File: config.mk
export PLATFORM = sky130hd
export DESIGN_NAME = prog_mem_prefetch_flat
export DESIGN_NICKNAME = d
export VERILOG_FILES = /design/src/rtl/prog_mem_pkg.sv /design/src/rtl/prog_mem_prefetch_if.sv /design/src/rtl/prefetch_stats.sv /design/src/rtl/prog_mem_prefetch.sv /design/src/flat_wrapper.sv
export SDC_FILE = /design/constraint.sdc
export NUM_CORES = 1
export LEC_CHECK = 0
export BUFFER_PORTS_ARGS = -buffer_cell sky130_fd_sc_hd__buf_2
export CORE_AREA = 2 2 52 102
export CTS_BUF_LIST = sky130_fd_sc_hd__clkbuf_4 sky130_fd_sc_hd__clkbuf_8
export CTS_CLUSTER_SIZE = 24
export DETAILED_ROUTE_END_ITERATION = 8
export DIE_AREA = 0 0 54 104
export GPL_TIMING_DRIVEN = 0
export PLACE_DENSITY = 0.93
export SYNTH_ARGS = -nofsm -noshare
export SYNTH_HDL_FRONTEND = slang
export SYNTH_HIERARCHICAL = 1
export SYNTH_SLANG_ARGS = --single-unit
File: constraint.sdc
create_clock -name clk -period 2.34 [get_ports clk]
set_clock_uncertainty 0.05 [all_clocks]
set_input_delay 0.234 -clock clk [delete_from_list [all_inputs] [get_ports clk]]
set_output_delay 0.234 -clock clk [all_outputs]
set_load 0.03 [all_outputs]
File: src/rtl/prog_mem_pkg.sv
// Shared constants, FSM state type and line-alignment helper for the program-memory prefetcher.
package prog_mem_pkg;

  localparam int ADDR_W     = 10;
  localparam int DATA_W     = 32;
  localparam int LINE_WORDS = 8;
  localparam int IDX_W      = 3;

  typedef enum logic [1:0] {ISSUE, WAIT, FULL, DRAIN} state_t;

  function automatic logic [ADDR_W-1:0] line_base(input logic [ADDR_W-1:0] addr);
    return addr & ~ADDR_W'(LINE_WORDS - 1);
  endfunction

endpackage

File: src/rtl/prog_mem_prefetch_if.sv
// Bundles the cache-control, backing-RAM and cache-fill signals of the prefetcher.
interface prog_mem_prefetch_if;
  import prog_mem_pkg::*;

  logic              line_done;
  logic              redirect;
  logic [ADDR_W-1:0] redirect_addr;
  logic              mem_req;
  logic [ADDR_W-1:0] mem_addr;
  logic              mem_valid;
  logic [DATA_W-1:0] mem_rdata;
  logic              fill_we;
  logic              fill_bank;
  logic [IDX_W-1:0]  fill_idx;
  logic [DATA_W-1:0] fill_data;
  logic [ADDR_W-1:0] fill_base;
  logic              active_bank;
  logic              line_ready;

  modport master (
    input  line_done, redirect, redirect_addr, mem_valid, mem_rdata,
    output mem_req, mem_addr, fill_we, fill_bank, fill_idx, fill_data,
           fill_base, active_bank, line_ready
  );

  modport slave (
    output line_done, redirect, redirect_addr, mem_valid, mem_rdata,
    input  mem_req, mem_addr, fill_we, fill_bank, fill_idx, fill_data,
           fill_base, active_bank, line_ready
  );

endinterface

File: src/rtl/prefetch_stats.sv
// Three saturating 16-bit event counters for prefetcher activity.
module prefetch_stats (
  input  logic        clk,
  input  logic        Reset,
  input  logic        line_inc,
  input  logic        redirect_inc,
  input  logic        stall_inc,
  output logic [15:0] stat_lines,
  output logic [15:0] stat_redirects,
  output logic [15:0] stat_stall
);

  always_ff @(posedge clk) begin
    if (Reset) begin
      stat_lines     <= 16'd0;
      stat_redirects <= 16'd0;
      stat_stall     <= 16'd0;
    end else begin
      if (line_inc && stat_lines != 16'hFFFF)
        stat_lines <= stat_lines + 16'd1;
      if (redirect_inc && stat_redirects != 16'hFFFF)
        stat_redirects <= stat_redirects + 16'd1;
      if (stall_inc && stat_stall != 16'hFFFF)
        stat_stall <= stat_stall + 16'd1;
    end
  end

endmodule

File: src/rtl/prog_mem_prefetch.sv
// Refill engine keeping the shadow cache bank loaded with the next sequential line.
// Optional statistics counters are enabled by defining PREFETCH_STATS_EN.
module prog_mem_prefetch
  import prog_mem_pkg::*;
(
  input logic                 clk,
  input logic                 Reset,
  prog_mem_prefetch_if.master bus
`ifdef PREFETCH_STATS_EN
  ,
  output logic [15:0]         stat_lines,
  output logic [15:0]         stat_redirects,
  output logic [15:0]         stat_stall
`endif
);

  localparam logic [IDX_W-1:0] LAST_IDX = IDX_W'(LINE_WORDS - 1);

  state_t            state_q, state_d;
  logic [IDX_W-1:0]  cnt_q, cnt_d;
  logic [ADDR_W-1:0] fill_base_q, fill_base_d;
  logic              fill_bank_q, fill_bank_d;
  logic              active_bank_q, active_bank_d;
  logic              line_ready_q, line_ready_d;
  logic              pend_done_q, pend_done_d;
  logic              mem_req_q, mem_req_d;
  logic [ADDR_W-1:0] mem_addr_q, mem_addr_d;
  logic              fill_we_q, fill_we_d;
  logic [IDX_W-1:0]  fill_idx_q, fill_idx_d;
  logic [DATA_W-1:0] fill_data_q, fill_data_d;

  always_ff @(posedge clk) begin
    if (Reset) begin
      state_q       <= ISSUE;
      cnt_q         <= '0;
      fill_base_q   <= ADDR_W'(LINE_WORDS);
      fill_bank_q   <= 1'b1;
      active_bank_q <= 1'b0;
      line_ready_q  <= 1'b0;
      pend_done_q   <= 1'b0;
      mem_req_q     <= 1'b0;
      mem_addr_q    <= '0;
      fill_we_q     <= 1'b0;
      fill_idx_q    <= '0;
      fill_data_q   <= '0;
    end else begin
      state_q       <= state_d;
      cnt_q         <= cnt_d;
      fill_base_q   <= fill_base_d;
      fill_bank_q   <= fill_bank_d;
      active_bank_q <= active_bank_d;
      line_ready_q  <= line_ready_d;
      pend_done_q   <= pend_done_d;
      mem_req_q     <= mem_req_d;
      mem_addr_q    <= mem_addr_d;
      fill_we_q     <= fill_we_d;
      fill_idx_q    <= fill_idx_d;
      fill_data_q   <= fill_data_d;
    end
  end

  // A redirect while a read is still in flight (WAIT or DRAIN without data this
  // cycle) parks in DRAIN so the stale return can never reach the cache.
  always_comb begin
    state_d       = state_q;
    cnt_d         = cnt_q;
    fill_base_d   = fill_base_q;
    fill_bank_d   = fill_bank_q;
    active_bank_d = active_bank_q;
    line_ready_d  = line_ready_q;
    pend_done_d   = pend_done_q;
    mem_req_d     = 1'b0;
    mem_addr_d    = mem_addr_q;
    fill_we_d     = 1'b0;
    fill_idx_d    = fill_idx_q;
    fill_data_d   = fill_data_q;

    if (bus.redirect) begin
      fill_bank_d  = active_bank_q;
      fill_base_d  = line_base(bus.redirect_addr);
      cnt_d        = '0;
      line_ready_d = 1'b0;
      pend_done_d  = 1'b0;
      if ((state_q == WAIT || state_q == DRAIN) && !bus.mem_valid)
        state_d = DRAIN;
      else
        state_d = ISSUE;
    end else begin
      if (bus.line_done && state_q != FULL)
        pend_done_d = 1'b1;
      case (state_q)
        ISSUE: begin
          mem_req_d  = 1'b1;
          mem_addr_d = fill_base_q + ADDR_W'(cnt_q);
          state_d    = WAIT;
        end
        WAIT: begin
          if (bus.mem_valid) begin
            fill_we_d   = 1'b1;
            fill_idx_d  = cnt_q;
            fill_data_d = bus.mem_rdata;
            if (cnt_q == LAST_IDX) begin
              cnt_d        = '0;
              line_ready_d = 1'b1;
              state_d      = FULL;
            end else begin
              cnt_d   = cnt_q + IDX_W'(1);
              state_d = ISSUE;
            end
          end
        end
        FULL: begin
          if (bus.line_done || pend_done_q) begin
            active_bank_d = fill_bank_q;
            fill_bank_d   = ~fill_bank_q;
            fill_base_d   = fill_base_q + ADDR_W'(LINE_WORDS);
            line_ready_d  = 1'b0;
            pend_done_d   = 1'b0;
            state_d       = ISSUE;
          end
        end
        DRAIN: begin
          if (bus.mem_valid)
            state_d = ISSUE;
        end
        default: state_d = ISSUE;
      endcase
    end
  end

  assign bus.mem_req     = mem_req_q;
  assign bus.mem_addr    = mem_addr_q;
  assign bus.fill_we     = fill_we_q;
  assign bus.fill_bank   = fill_bank_q;
  assign bus.fill_idx    = fill_idx_q;
  assign bus.fill_data   = fill_data_q;
  assign bus.fill_base   = fill_base_q;
  assign bus.active_bank = active_bank_q;
  assign bus.line_ready  = line_ready_q;

`ifdef PREFETCH_STATS_EN
  logic line_fill_done;

  assign line_fill_done = (state_q == WAIT) && bus.mem_valid && !bus.redirect &&
                          (cnt_q == LAST_IDX);

  prefetch_stats u_stats (
    .clk            (clk),
    .Reset          (Reset),
    .line_inc       (line_fill_done),
    .redirect_inc   (bus.redirect),
    .stall_inc      (pend_done_q && state_q != FULL),
    .stat_lines     (stat_lines),
    .stat_redirects (stat_redirects),
    .stat_stall     (stat_stall)
  );
`endif

endmodule
File: src/flat_wrapper.sv
// flat-port wrapper written by rule: the top's interface ports become plain ports
module prog_mem_prefetch_flat import prog_mem_pkg::*;
  (clk, Reset, bus_line_done, bus_redirect, bus_redirect_addr, bus_mem_valid, bus_mem_rdata, bus_mem_req, bus_mem_addr, bus_fill_we, bus_fill_bank, bus_fill_idx, bus_fill_data, bus_fill_base, bus_active_bank, bus_line_ready);
  prog_mem_prefetch_if bus_i ();
  input logic clk;
  input logic Reset;
  input wire logic [$bits(bus_i.line_done)-1:0] bus_line_done;
  input wire logic [$bits(bus_i.redirect)-1:0] bus_redirect;
  input wire logic [$bits(bus_i.redirect_addr)-1:0] bus_redirect_addr;
  input wire logic [$bits(bus_i.mem_valid)-1:0] bus_mem_valid;
  input wire logic [$bits(bus_i.mem_rdata)-1:0] bus_mem_rdata;
  output wire logic [$bits(bus_i.mem_req)-1:0] bus_mem_req;
  output wire logic [$bits(bus_i.mem_addr)-1:0] bus_mem_addr;
  output wire logic [$bits(bus_i.fill_we)-1:0] bus_fill_we;
  output wire logic [$bits(bus_i.fill_bank)-1:0] bus_fill_bank;
  output wire logic [$bits(bus_i.fill_idx)-1:0] bus_fill_idx;
  output wire logic [$bits(bus_i.fill_data)-1:0] bus_fill_data;
  output wire logic [$bits(bus_i.fill_base)-1:0] bus_fill_base;
  output wire logic [$bits(bus_i.active_bank)-1:0] bus_active_bank;
  output wire logic [$bits(bus_i.line_ready)-1:0] bus_line_ready;
  assign bus_i.line_done = bus_line_done;
  assign bus_i.redirect = bus_redirect;
  assign bus_i.redirect_addr = bus_redirect_addr;
  assign bus_i.mem_valid = bus_mem_valid;
  assign bus_i.mem_rdata = bus_mem_rdata;
  assign bus_mem_req = bus_i.mem_req;
  assign bus_mem_addr = bus_i.mem_addr;
  assign bus_fill_we = bus_i.fill_we;
  assign bus_fill_bank = bus_i.fill_bank;
  assign bus_fill_idx = bus_i.fill_idx;
  assign bus_fill_data = bus_i.fill_data;
  assign bus_fill_base = bus_i.fill_base;
  assign bus_active_bank = bus_i.active_bank;
  assign bus_line_ready = bus_i.line_ready;
  prog_mem_prefetch u_core (.clk(clk), .Reset(Reset), .bus(bus_i));
endmodule
==> run metrics <==
Worst Setup End Kind=flop; vias in the first global route=2366; minimum clock period=1.77 ns; Via density=5.29; leakage power=1.45 nW; Initial DRC Count=53; Yosys top cell by area=dfxtp_1; TritonCTS buffer count=9; Layout area overhead=30.9%; CP required=2.52 ns; Setup Fix Bufs, Post-CTS=0; I/O Buffers=100; Hold-fix buffers, CTS=0; status=complete, no violations; Warnings, synthesis=6; Slew Viols, Final=0; fmax=0.564 GHz; share of cells above drive strength 1=0.324; RR Endpoint=u_core/bus.fill_base[7]; drt pass-1 iters=4; core area=4860 um^2; RR Startpoint=u_core/bus.fill_base[3]; commonest non-fill, non-tap cell in the layout=buf_2; Overflow after GRT=0; nets@finish=466; Initial Util=0.510; crit path kind=reg2reg; first-pass GRT wire length=10.4 mm; Worst-Skew Late Latency=0.32 ns; Overall Global Routing Usage=0.248; peak supply drop=0.000542 V; Core Rows=36; Hold Violations, Final=0; Tot Pwr=0.00227 W; main area contributors after synthesis=dfxtp_1 (51%), nand2_1 (14%), a21oi_1 (9.9%), buf_2 (1.8%), nor2_1 (1.8%); critical-path maximum fanout=8; boundary pin count=107; Critical Path AT=1.96 ns; Hold Crit Start=bus_mem_rdata[13]; top-area cell type share of the netlist area=0.509; pin count of the biggest net entering global routing=11; Mapped Area=2480 um^2; Diodes inserted=0; clock slew seen by the registers of the worst setup and hold paths=0.07 ns; die area=5620 um^2; antenna violations before repair=0; most frequent cells in the layout=buf_2 (109), nand2_1 (93), dfxtp_1 (63), a21oi_1 (49); Die H=104 um; PostCTS Resize Cnt=0; Routed wire per std cell=13.9 um; Fin Setup TNS=0 ns; CP Launch Type=flop; Fill cells=413; GR Layer Usage met2=0.476; GR Util met1=0.227; met3 usage=0.0517; CP max-delay cell=dfxtp_1; normalized max-slew margin=0.572; number of max-cap violations=0; Reg2Reg Depth=4; placed wire-length estimate=5.03 mm; Min-Delay Endpoint=u_core/bus.fill_data[13]; worst reg2reg setup slack=0.57 ns; Pwr Density=699 nW/um^2; slowest stage delay, CP=0.48 ns; Netlist cell types=38; most used routing layer=met2; CP cell instances=ha_1 -> nand3_1 -> or4_1 -> a311oi_1; CTS Buffer Depth=2; EDFF count, synth=0; Post-DRT Antenna Nets=0; FFs w/ async S/R, synth=0; post-synthesis cell count=303; RSZ-0062 raised after global routing=no; Synth Register Bits=63; Hold Path Stages=3; Final GP Congestion=0.816; die width=54 um; via count=2523; Detailed Route WL=6.64 mm; dominant synthesized flop cell=dfxtp_1; endpoints failing setup=0; clock sink count=63; crit share post-route=0.757; sequential share of the synthesized area=0.509; Mean Syn Cell Area=8.18 um^2; H-tree depth=3; root buf cell=clkbuf_8; number of remaining DRC errors=0; measured slew at the worst slew-check pin=0.639 ns; Hold Crit Class=in2reg; CTS tree=done; Hold Slack=0.102 ns
[power breakdown]
part	switching [W]	internal, W
logic	0.000176	0.0000937
clock network	0.000366	0.000502
registers	0.0000262	0.00110
total	0.000568	0.00170
[final cells by class]
class | instances | area (um^2) | area share
Buffer | 23 | 113 | 0.0347
Clock buffer | 15 | 188 | 0.0578
Inverter | 5 | 18.8 | 0.00578
Multi-Input combinational cell | 214 | 1090 | 0.337
Sequential cell | 63 | 1260 | 0.388
Tap cell | 57 | 71.3 | 0.0220
Timing Repair Buffer | 100 | 500 | 0.154
[state kept, by name, summed over array words and instances (netlist names)]
signal and count:
u_core/bus.fill_data 32, u_core/bus.fill_we 1, u_core/state_q 2, u_core/cnt_q 3, u_core/bus.fill_idx 3, u_core/bus.mem_req 1
u_core/bus.line_ready 1, u_core/bus.fill_bank 1, u_core/bus.fill_base 7, u_core/bus.active_bank 1, u_core/pend_done_q 1, u_core/bus.mem_addr 10
[worst max-delay path, delay by kind of cell, from the launching register on]
family          cells  cell delay (ns)
compound gates      1             0.26
fa+ha+maj           1             0.32
flops               1             0.48
simple gates        2             0.57
[layer usage]
metal,wire length (um),part of all wire
met5,0,0
met4,163,0.025
met3,329,0.050
met2,3840,0.58
met1,2300,0.35
[Yosys cell counts (2+ instances only)]
cell type  number
buf_2           9
and4bb_2        2
o221a_2         2
inv_1           5
nor3_1          5
a21oi_1        49
a311oi_1        3
mux2i_1         2
o21ai_0         4
o31ai_1         3
nand2_1        93
nor2_1         12
a31oi_1         3
buf_4           4
dfxtp_1        63
o31a_1          2
or4_1           2
clkbuf_1        9
or3_1           4
nand3_1         5
nand4b_1        2
nor4_1          2
ha_1            3
[how the worst max path moves through the flow]
| stage | startpoint | end | slack [ns] | depth (start not counted) |
|---|---|---|---|---|
| floorplan | u_core/bus.fill_base[3] | u_core/bus.fill_base[7] | 0.61 | 4 |
| global placement | u_core/bus.fill_base[4] | u_core/bus.fill_base[7] | 0.72 | 4 |
| detailed placement | u_core/bus.fill_base[3] | u_core/bus.fill_base[7] | 0.63 | 4 |
| CTS | u_core/bus.fill_base[3] | u_core/bus.fill_base[7] | 0.61 | 4 |
| global route | u_core/bus.fill_base[3] | u_core/bus.fill_base[7] | 0.49 | 4 |
| finish | u_core/bus.fill_base[3] | u_core/bus.fill_base[7] | 0.57 | 4 |
[metrics by stage]
step	util	worst slack, ns	cell area, um^2	cells
after floorplan	-	0.605	2490	305
after global placement	0.629	0.715	3060	462
after detailed placement	0.629	0.631	3060	462
after CTS	0.667	0.613	3250	477
after global routing	0.667	0.491	3250	477
final	0.667	0.568	3250	477
[cells by family (layout without fill, tap and decap cells)]
group           Yosys count  in the layout  share of synthesized area
compound gates           71             71                      0.169
fa+ha+maj                 3              3                     0.0151
buf+inv                  28            143                     0.0530
flops                    63             63                      0.509
mux                       2              2                    0.00807
other cells               1              3                    0.00151
simple gates            135            135                      0.245
Note: power is estimated with default switching activity, not from simulation.
